===== src/rtl/stack_ptr_unit_if.sv =====
// stack_ptr_unit_if
//   Request/response bundle between the control unit and the stack pointer unit.
//   master : control side, drives push/pop/sp_we/sp_wdata/fault_clr and observes status.
//   slave  : stack_ptr_unit side, drives push_ok/pop_ok/stack_addr/sp/depth and the flags.
interface stack_ptr_unit_if;
   logic        push;
   logic        pop;
   logic        sp_we;
   logic [15:0] sp_wdata;
   logic        fault_clr;
   logic [15:0] sp;
   logic [15:0] stack_addr;
   logic        push_ok;
   logic        pop_ok;
   logic [9:0]  depth;
   logic        overflow;
   logic        underflow;
   logic        fault;

   modport master (
      output push, pop, sp_we, sp_wdata, fault_clr,
      input  sp, stack_addr, push_ok, pop_ok, depth, overflow, underflow, fault
   );

   modport slave (
      input  push, pop, sp_we, sp_wdata, fault_clr,
      output sp, stack_addr, push_ok, pop_ok, depth, overflow, underflow, fault
   );
endinterface


===== src/rtl/stack_ptr_unit.sv =====
// stack_ptr_unit
//   Owns the data-memory stack pointer. Qualifies push/pop requests against the stack
//   bounds, presents the per-cycle stack address to DM with zero latency, tracks depth and
//   latches overflow/underflow faults until fault_clr.
// Ports
//   clk  : rising-edge clock
//   rst  : asynchronous active-high reset
//   bus  : stack_ptr_unit_if.slave
//          in : push, pop, sp_we, sp_wdata[15:0], fault_clr
//          out: sp[15:0], stack_addr[15:0], push_ok, pop_ok, depth[9:0],
//               overflow, underflow, fault
module stack_ptr_unit #(
   parameter int          AW           = 9,
   parameter logic [AW-1:0] STACK_TOP    = 9'h1FF,
   parameter logic [AW-1:0] STACK_BOTTOM = 9'h100
) (
   input  logic              clk,
   input  logic              rst,
   stack_ptr_unit_if.slave   bus
);

   localparam logic [9:0]  DEPTH = 10'(int'(STACK_TOP) - int'(STACK_BOTTOM) + 1);
   localparam logic [15:0] TOP16 = 16'(STACK_TOP);
   // Lowest legal software SP: one below the bottom word, i.e. a completely full stack.
   localparam logic [15:0] LO16  = 16'(STACK_BOTTOM) - 16'd1;

   typedef enum logic {NORMAL, FAULT} state_e;

   state_e          state_q, state_d;
   logic [AW-1:0]   sp_q, sp_d;
   logic [9:0]      depth_q, depth_d;
   logic            overflow_q, overflow_d;
   logic            underflow_q, underflow_d;

   logic            full, empty, is_normal;
   logic            push_ok, pop_ok;
   logic [AW-1:0]   addr;

   // Request qualification; gated by rst so DM sees no strobe while in reset.
   always_comb begin
      full      = (depth_q == DEPTH);
      empty     = (depth_q == 10'd0);
      is_normal = (state_q == NORMAL);
      push_ok   = ~rst & is_normal & bus.push & ~bus.pop & ~bus.sp_we & ~bus.fault_clr & ~full;
      pop_ok    = ~rst & is_normal & bus.pop & ~bus.push & ~bus.sp_we & ~bus.fault_clr & ~empty;
      // Stack grows down: push writes at sp, pop reads the word just above it.
      addr      = pop_ok ? sp_q + AW'(1) : sp_q;
   end

   // Next-state / datapath update, priority ordered.
   always_comb begin
      state_d     = state_q;
      sp_d        = sp_q;
      depth_d     = depth_q;
      overflow_d  = overflow_q;
      underflow_d = underflow_q;
      if (bus.fault_clr) begin
         state_d     = NORMAL;
         overflow_d  = 1'b0;
         underflow_d = 1'b0;
      end else if (is_normal) begin
         if (bus.sp_we) begin
            if (bus.sp_wdata < LO16) begin
               overflow_d = 1'b1;
               state_d    = FAULT;
            end else if (bus.sp_wdata > TOP16) begin
               underflow_d = 1'b1;
               state_d     = FAULT;
            end else begin
               sp_d    = bus.sp_wdata[AW-1:0];
               depth_d = 10'(TOP16 - bus.sp_wdata);
            end
         end else if (push_ok) begin
            sp_d    = sp_q - AW'(1);
            depth_d = depth_q + 10'd1;
         end else if (pop_ok) begin
            sp_d    = sp_q + AW'(1);
            depth_d = depth_q - 10'd1;
         end else if (bus.push && !bus.pop && full) begin
            overflow_d = 1'b1;
            state_d    = FAULT;
         end else if (bus.pop && !bus.push && empty) begin
            underflow_d = 1'b1;
            state_d     = FAULT;
         end
      end
   end

   always_ff @(posedge clk or posedge rst) begin
      if (rst) begin
         state_q     <= NORMAL;
         sp_q        <= STACK_TOP;
         depth_q     <= 10'd0;
         overflow_q  <= 1'b0;
         underflow_q <= 1'b0;
      end else begin
         state_q     <= state_d;
         sp_q        <= sp_d;
         depth_q     <= depth_d;
         overflow_q  <= overflow_d;
         underflow_q <= underflow_d;
      end
   end

   assign bus.push_ok    = push_ok;
   assign bus.pop_ok     = pop_ok;
   assign bus.stack_addr = 16'(addr);
   assign bus.sp         = 16'(sp_q);
   assign bus.depth      = depth_q;
   assign bus.overflow   = overflow_q;
   assign bus.underflow  = underflow_q;
   assign bus.fault      = (state_q == FAULT);

endmodule


===== src/flat_wrapper.sv =====
// flat-port wrapper written by rule: the top's interface ports become plain ports
module stack_ptr_unit_flat 
#(
   parameter int          AW           = 9,
   parameter logic [AW-1:0] STACK_TOP    = 9'h1FF,
   parameter logic [AW-1:0] STACK_BOTTOM = 9'h100
)
  (clk, rst, bus_push, bus_pop, bus_sp_we, bus_sp_wdata, bus_fault_clr, bus_sp, bus_stack_addr, bus_push_ok, bus_pop_ok, bus_depth, bus_overflow, bus_underflow, bus_fault);
  stack_ptr_unit_if bus_i ();
  input  logic clk;
  input  logic rst;
  input wire logic [$bits(bus_i.push)-1:0] bus_push;
  input wire logic [$bits(bus_i.pop)-1:0] bus_pop;
  input wire logic [$bits(bus_i.sp_we)-1:0] bus_sp_we;
  input wire logic [$bits(bus_i.sp_wdata)-1:0] bus_sp_wdata;
  input wire logic [$bits(bus_i.fault_clr)-1:0] bus_fault_clr;
  output wire logic [$bits(bus_i.sp)-1:0] bus_sp;
  output wire logic [$bits(bus_i.stack_addr)-1:0] bus_stack_addr;
  output wire logic [$bits(bus_i.push_ok)-1:0] bus_push_ok;
  output wire logic [$bits(bus_i.pop_ok)-1:0] bus_pop_ok;
  output wire logic [$bits(bus_i.depth)-1:0] bus_depth;
  output wire logic [$bits(bus_i.overflow)-1:0] bus_overflow;
  output wire logic [$bits(bus_i.underflow)-1:0] bus_underflow;
  output wire logic [$bits(bus_i.fault)-1:0] bus_fault;
  assign bus_i.push = bus_push;
  assign bus_i.pop = bus_pop;
  assign bus_i.sp_we = bus_sp_we;
  assign bus_i.sp_wdata = bus_sp_wdata;
  assign bus_i.fault_clr = bus_fault_clr;
  assign bus_sp = bus_i.sp;
  assign bus_stack_addr = bus_i.stack_addr;
  assign bus_push_ok = bus_i.push_ok;
  assign bus_pop_ok = bus_i.pop_ok;
  assign bus_depth = bus_i.depth;
  assign bus_overflow = bus_i.overflow;
  assign bus_underflow = bus_i.underflow;
  assign bus_fault = bus_i.fault;
  stack_ptr_unit #(.AW(AW), .STACK_TOP(STACK_TOP), .STACK_BOTTOM(STACK_BOTTOM)) u_core (.clk(clk), .rst(rst), .bus(bus_i));
endmodule

===== config.mk =====
export PLATFORM = sky130hd
export DESIGN_NAME = stack_ptr_unit_flat
export DESIGN_NICKNAME = d
export VERILOG_FILES = /design/src/rtl/stack_ptr_unit_if.sv /design/src/rtl/stack_ptr_unit.sv /design/src/flat_wrapper.sv
export SDC_FILE = /design/constraint.sdc
export NUM_CORES = 1
export LEC_CHECK = 0
export CORE_ASPECT_RATIO = 2
export CORE_MARGIN = 8
export CORE_UTILIZATION = 47
export DETAILED_ROUTE_END_ITERATION = 16
export PLACE_DENSITY = 0.82
export SKIP_LAST_GASP = 1
export SYNTH_ARGS = -nofsm -noshare
export SYNTH_HDL_FRONTEND = slang
export SYNTH_SLANG_ARGS = --single-unit

===== constraint.sdc =====
create_clock -name clk -period 3.7 [get_ports clk]
set_input_delay 0.74 -clock clk [delete_from_list [all_inputs] [get_ports clk]]
set_output_delay 0.74 -clock clk [all_outputs]
set_load 0.1 [all_outputs]

==> results of run 1 <==
[Yosys cell counts, types with 2 or more instances]
library cell                instances  area share, %
sky130_fd_sc_hd__a2bb2oi_1          4            1.7
sky130_fd_sc_hd__or3_4              2            1.1
sky130_fd_sc_hd__and4_1             2           0.83
sky130_fd_sc_hd__dfstp_2            9             11
sky130_fd_sc_hd__or4_4              2            1.1
sky130_fd_sc_hd__nand2_1           24            4.3
sky130_fd_sc_hd__ha_1              10            5.9
sky130_fd_sc_hd__and3_1             2           0.59
sky130_fd_sc_hd__o21ai_0           11            2.6
sky130_fd_sc_hd__o22ai_1            3           0.89
sky130_fd_sc_hd__buf_4             14            5.0
sky130_fd_sc_hd__nor4_4             3            3.0
sky130_fd_sc_hd__o22a_1             3            1.2
sky130_fd_sc_hd__xnor2_1            8            3.3
sky130_fd_sc_hd__a31oi_1            2           0.59
sky130_fd_sc_hd__nand2b_1           2           0.59
sky130_fd_sc_hd__o31ai_1            2           0.71
sky130_fd_sc_hd__a21o_1             3            1.1
sky130_fd_sc_hd__clkbuf_1           4           0.71
sky130_fd_sc_hd__a211oi_1           2           0.71
sky130_fd_sc_hd__nor3_1             7            1.7
sky130_fd_sc_hd__a21oi_1           11            2.6
sky130_fd_sc_hd__xor2_1             7            2.9
sky130_fd_sc_hd__nand4_1            5            1.5
sky130_fd_sc_hd__a22oi_1            5            1.8
sky130_fd_sc_hd__a221oi_1           3            1.2
sky130_fd_sc_hd__inv_1              9            1.6
sky130_fd_sc_hd__nand3_1            5            1.2
sky130_fd_sc_hd__nor2b_1            4            1.2
sky130_fd_sc_hd__buf_1              2           0.36
sky130_fd_sc_hd__nor4_1             2           0.59
sky130_fd_sc_hd__dfrtp_1           13             15
sky130_fd_sc_hd__nor2_1            25            4.4
sky130_fd_sc_hd__o21ai_1            3           0.71
sky130_fd_sc_hd__o41ai_1            2           0.83
sky130_fd_sc_hd__o21a_1             5            1.8
[how the worst min path moves through the flow]
stage	from	end	slack, ns	cells past startpoint
global route	u_core.bus.underflow	u_core.bus.underflow	0.53	2
detailed placement	u_core.bus.underflow	u_core.bus.underflow	0.49	2
global placement	u_core.bus.overflow	u_core.bus.overflow	0.49	2
finish	u_core.bus.underflow	u_core.bus.underflow	0.51	2
floorplan	rst	u_core.bus.depth[0]	0.72	1
CTS	u_core.bus.underflow	u_core.bus.underflow	0.51	2
[sequential cells by signal, indices dropped and copies added (netlist names)]
register	flops
u_core.bus.fault	1
u_core.sp_q	9
u_core.bus.depth	10
u_core.bus.underflow	1
u_core.bus.overflow	1
[cell type report]
type | count | area (um2) | share of cell area [%]
clock buffer | 3 | 41.29 | 1.366
clock inverter | 1 | 30.03 | 0.9934
inverter | 10 | 40.04 | 1.325
multi-input combinational | 206 | 1546 | 51.16
sequential | 22 | 561.8 | 18.58
tap | 54 | 67.56 | 2.235
timing repair buffer | 69 | 735.7 | 24.34
[power breakdown]
group / switching, uW / internal (uW) / total [uW]
combinational: 988 / 407 / 1390
clock: 88.4 / 145 / 233
sequential: 123 / 315 / 438
[routing by layer]
layer	up-vias	track usage, %	share of wire [%]	routed length [um]
li1	1018	-	-	-
met1	1082	20.60	36	2508
met2	103	37.87	56	3942
met3	25	2.227	4.8	340
met4	0	9.595	3.6	254
met5	-	0	0	0
[cell families after synthesis]
kind of cell | Yosys count | synth area share (%)
AO/OA/AOI/OAI | 73 | 26.39
XOR/XNOR | 15 | 6.228
adder cells (fa/ha/maj) | 11 | 6.880
buffers and inverters | 31 | 8.482
flip-flops | 22 | 26.63
other | 1 | 0.1778
AND/OR/NAND/NOR | 93 | 25.21
[stage by stage]
| stage | util (%) | instances | hold WS, ns | setup slack [ns] | total power, uW |
|---|---|---|---|---|---|
| after floorplan | - | 259 | 0.7226 | -0.3481 | 1475 |
| after global placement | 67.91 | 361 | 0.4870 | 0.09436 | 1812 |
| after detailed placement | 67.91 | 361 | 0.4887 | 0.03621 | 1829 |
| after CTS | 69.55 | 365 | 0.5083 | 0.09547 | 2060 |
| after global routing | 69.67 | 365 | 0.5261 | 0.01305 | 2152 |
| final | 69.67 | 365 | 0.5055 | 0.1519 | 2066 |
[critical path, delay by kind of cell]
kind / cells / cell delay (ns)
buffers and inverters: 3 / 0.84
and+or+nand+nor: 4 / 1.02
xor gates and xnor gates: 1 / 0.20
==> impl_results.md, run 1 <==
- Data arrival at the endpoint of the critical path: 2.81 ns
- Worst-path cell chain: clkdlybuf4s50_1 -> nor4_4 -> buf_4 -> nand2_1 -> nand4bb_1 -> nor2_2 -> xor2_4 -> buf_12
- Internal reg-to-reg setup slack: 0.26 ns
- Launch point of the critical path: bus_sp_we
- Antenna violations before repair: 0
- Detailed placer's ending HPWL: 5622 um
- Achievable frequency: 281.8 MHz
- Maximum number of pins on one net before global-route repair: 23
- Total of warnings raised by yosys: 0
- Area overhead of the layout relative to synthesis: 43.30%
- Number of gates resized after cts: 0
- Number of buffers inserted to repair setup after CTS: 0
- Register area share after synthesis: 26.63%
- Dominant synthesized flop cell: sky130_fd_sc_hd__dfrtp_1
- EDFF count, synth: 0
- Final wirelength: 7046 um
- I/O pin total: 69
- PortBufs: 54
- Clock tree from TritonCTS: built
- Unrepaired setup endpoints after global routing: false
- Worst-case reg-to-reg path depth: 12
- Root buffer cell: sky130_fd_sc_hd__clkbuf_8
- Path type of the worst min-delay path: flop to flop
- Time the final worst path needs with I/O delays and setup: 3.548 ns
- Critical path required time: 2.96 ns
- Final standard cell area without fillers: 3023 um2
- Master of the slowest instance on the critical path: sky130_fd_sc_hd__clkdlybuf4s50_1
- Final number of setup-violating endpoints: 0
- Overall die width: 63.37 um
- GRT Resource Usage Total: 20.04%
- Power Density: 683.5 nW/um2
- Fraction of final layout cells sized beyond drive strength 1: 24.76%
- Die area: 7018 um2
- Router iterations before antenna repair: 4
- CP Capture Type: primary output
- Number of nets in the finished design: 345
- Maximum vdd drop: 0.6076 mV
- GRT overflow: 0
- Worst setup path endpoint: bus_stack_addr[4]
- Clk pin slew, worst setup/hold paths: 0.09 ns
- Hold violation count in the final report: 0
- Number of maximum-capacitance constraint violations: 0
- GP Congestion: 0.9100
- Outcome: finished clean
- Biggest fanout along the worst timing path: 4
- Residual DRC: 0
- Cts hold-fix bufs: 0
- # fillers: 353
- Actual slew at the worst max-slew pin: 0.9730 ns
- Inserted Clock Buffers: 3
- Count of distinct cell types in the synthesized netlist: 62
- Lkg Pwr: 0.001233 uW
- Drt initial violations: 119
- Antenna Diode Count: 0
- Effective utilization at floorplan: 48.62%
- Proportion of register bits with asynchronous set or reset after synthesis: 100.0%
- Core region area: 4339 um2
- Synthesized cell area: 2110 um2
- Leading cell types in the layout, fill and taps excluded: 32 x sky130_fd_sc_hd__clkdlybuf4s50_1, 26 x sky130_fd_sc_hd__buf_4, 24 x sky130_fd_sc_hd__nand2_1
- Fin Setup TNS: 0 ns
- Remaining antenna violation count: 0
- Slowest stage delay, CP: 0.46 ns
- Final Slew Violations: 0
- Final worst clock skew: 0.002160 ns
- Mapped Cells: 246
- Longest Clk Path Bufs: 2
- Fin crit share: 95.89%
- Later-pin clock latency in the skew report: 0.27 ns
- Total via count after detailed routing: 2228
- Synth Area per Inst: 8.575 um2
- Row count: 34
- H-tree levels: 1
- Slew headroom: 34.93%
- Seq cells post-synth: 22
- Ratio of routed vias to standard cells: 6.104
- Number of clock sinks: 22
- Via count of the first global-routing pass: 2321
- WL/cell: 19.30 um
- Wire length of the first global-routing pass: 11650 um
- Crit Reg-Reg Startpoint: u_core.bus.depth[7]
- End of the worst register-to-register path: u_core.bus.depth[8]
- Vertical die dimension: 110.7 um
- Crit Path Category: primary input to primary output
- Instance area at placement: 2947 um2
- Worst setup SP type: primary input
- Most frequent standard cell in the layout excluding fill and tap cells: sky130_fd_sc_hd__clkdlybuf4s50_1
Power figures use the tool's default switching activity.
==> inputs of run 2 (changes only) <==
CAP_MARGIN = 20   (was not set)
==> results of run 2 <==
Final layout, timing and power as in run 1 (identical DEF).
==> inputs of run 3 (changes only) <==
CORE_MARGIN = not set   (was 8)
==> run 3 against run 2 <==
Effect of this change: die area fell by 32%; critical path type unchanged; global-route usage rose by 7.8 points; count of clock-buffer cells in the layout rose by 1; sequential power barely moved; routed wire length fell by 10%; sequential share of layout area rose by 0.12 points; register-to-register slack improved by 0.08 ns.
==> impl_results.md, run 3 (synthesis gave the netlist of run 1 again) <==
- Part of the power in registers: 21.9%
- Later-pin clock latency in the skew report: 0.27 ns
- Path type of the worst min-delay path: flop to flop
- Residual DRC: 0
- Total via count after detailed routing: 2188
- Met2 Resource Use GR: 51.21%
- Number of clock sinks: 22
- Die area: 4776 um2
- Cts hold-fix bufs: 0
- Number of gates resized after cts: 0
- GRT overflow: 0
- # fillers: 371
- Global-route met3 utilization: 1.572%
- Power share of the clock group: 9.1%
- Power Density: 665.0 nW/um2
- Internal reg-to-reg setup slack: 0.34 ns
- Total design power: 1998 uW
- Longest Clk Path Bufs: 2
- Worst Slack Setup Final: 0.1305 ns
- PortBufs: 54
- Reported net switching power: 1180 uW
- Worst-path cell chain: clkdlybuf4s50_1 -> nor4_4 -> nand4_1 -> or3_4 -> nor2_1 -> xor2_4 -> buf_12
- GRT met1 Usage: 29.03%
- I/O pin total: 69
- Vertical die dimension: 96.75 um
- Switching share of total power: 59.04%
- Outcome: finished clean
- Final number of setup-violating endpoints: 0
- Ratio of routed vias to standard cells: 5.995
- Hold-critical path endpoint: u_core.bus.underflow
- Number of maximum-capacitance constraint violations: 0
- Critical path required time: 2.96 ns
- Final Slew Violations: 0
- Core region area: 4339 um2
- Worst hold slack across all endpoints: 0.5122 ns
- Antenna Diode Count: 0
- GRT Resource Usage Total: 27.83%
- Crit Reg-Reg Startpoint: u_core.bus.depth[7]
- Unrepaired setup endpoints after global routing: false
- Maximum vdd drop: 0.5968 mV
- Internal: 818.3 uW
- Achievable frequency: 280.2 MHz
- Clock tree from TritonCTS: built
- Slowest stage delay, CP: 0.47 ns
- Area overhead of the layout relative to synthesis: 42.41%
- Number of flip-flops under the largest register name: 10
- Startpoint of the tightest hold check path: u_core.bus.underflow
- Worst-case reg-to-reg path depth: 12
- Remaining antenna violation count: 0
- Root buffer cell: sky130_fd_sc_hd__clkbuf_8
- Crit Path Category: primary input to primary output
- Gr busiest metal: met2
- Drt initial violations: 93
- H-tree levels: 1
- Wire length of the first global-routing pass: 10230 um
- Detailed placer's ending HPWL: 4968 um
- Maximum number of pins on one net before global-route repair: 23
- Most frequent standard cell in the layout excluding fill and tap cells: sky130_fd_sc_hd__clkdlybuf4s50_1
- Number of nets in the finished design: 345
- Number of buffers inserted to repair setup after CTS: 0
- Fraction of the core area covered by cells at the end of the flow: 69.23%
- Antenna violations before repair: 0
- End of the worst register-to-register path: u_core.bus.depth[8]
- Fraction of final layout cells sized beyond drive strength 1: 23.79%
- Final wirelength: 6326 um
- Worst slack at placement: 0.06275 ns
- Fin Setup TNS: 0 ns
- Time the final worst path needs with I/O delays and setup: 3.570 ns
- WL/cell: 17.33 um
- Overall die width: 49.37 um
- Biggest fanout along the worst timing path: 4
- Data arrival at the endpoint of the critical path: 2.83 ns
- Worst setup SP type: primary input
- WHS Path Cells: 2
- Slew headroom: 34.85%
- Fin crit share: 96.47%
- Lkg Pwr: 0.001226 uW
- Via count of the first global-routing pass: 2123
- Inserted Clock Buffers: 3
- Actual slew at the worst max-slew pin: 0.9741 ns
- Clk pin slew, worst setup/hold paths: 0.09 ns
- Effective utilization at floorplan: 48.62%
- Area taken by flip-flops and latches: 561.8 um2
- Area of the multi-input gates: 1541 um2
- GP Congestion: 0.8833
- Row count: 34
- Comb pwr share: 69.0%
- Leading cell types in the layout, fill and taps excluded: 33 x sky130_fd_sc_hd__clkdlybuf4s50_1, 25 x sky130_fd_sc_hd__buf_4, 24 x sky130_fd_sc_hd__nand2_1, 24 x sky130_fd_sc_hd__nor2_1, 14 x sky130_fd_sc_hd__conb_1
- Hold violation count in the final report: 0
- Router iterations before antenna repair: 4
- Final worst clock skew: 0.002573 ns
- Master of the slowest instance on the critical path: sky130_fd_sc_hd__clkdlybuf4s50_1
- CP Capture Type: primary output
## run 3: worst max path at each step
stage                                to  slack [ns]             start
CTS                   bus_stack_addr[8]        0.06         bus_sp_we
global placement    u_core.bus.depth[8]        0.11         bus_sp_we
detailed placement  u_core.bus.depth[8]        0.06         bus_sp_we
floorplan             bus_stack_addr[2]       -0.35  u_core.bus.fault
finish                bus_stack_addr[8]        0.13               rst
global route        u_core.bus.depth[8]        0.02               rst
## run 3: final cells by class
| cell class | instances | share of cell area, % |
|---|---|---|
| Timing Repair Buffer | 69 | 24.57 |
| Clock buffer | 4 | 1.833 |
| Tap cell | 54 | 2.249 |
| Multi-Input combinational cell | 206 | 51.31 |
| Sequential cell | 22 | 18.70 |
| Inverter | 10 | 1.333 |
## run 3: critical path: cells and delay by family
family	cells	cell delay, ns
xor gates and xnor gates	1	0.19
buffers and inverters	2	0.66
and+or+nand+nor	4	1.24
## run 3: power groups by stage
stage          Clock (uW)  Combinational [uW]  Sequential, uW
4_1_cts               181                1380             433
2_1_floorplan           0                 646             829
3_3_place_gp            0                1350             437
6_report              183                1380             437
5_1_grt               191                1440             446
3_5_place_dp            0                1370             438
## run 3: through the flow
stage	area [um2]	std cells
after floorplan	2282	259
after global placement	2942	360
after detailed placement	2942	360
after CTS	2997	364
after global routing	3004	365
final	3004	365
## run 3: layer usage
metal / routed length [um] / up-vias
met5: 0 / -
met4: 302 / 0
met3: 282 / 25
met2: 3574 / 89
met1: 2166 / 1048
li1: - / 1026
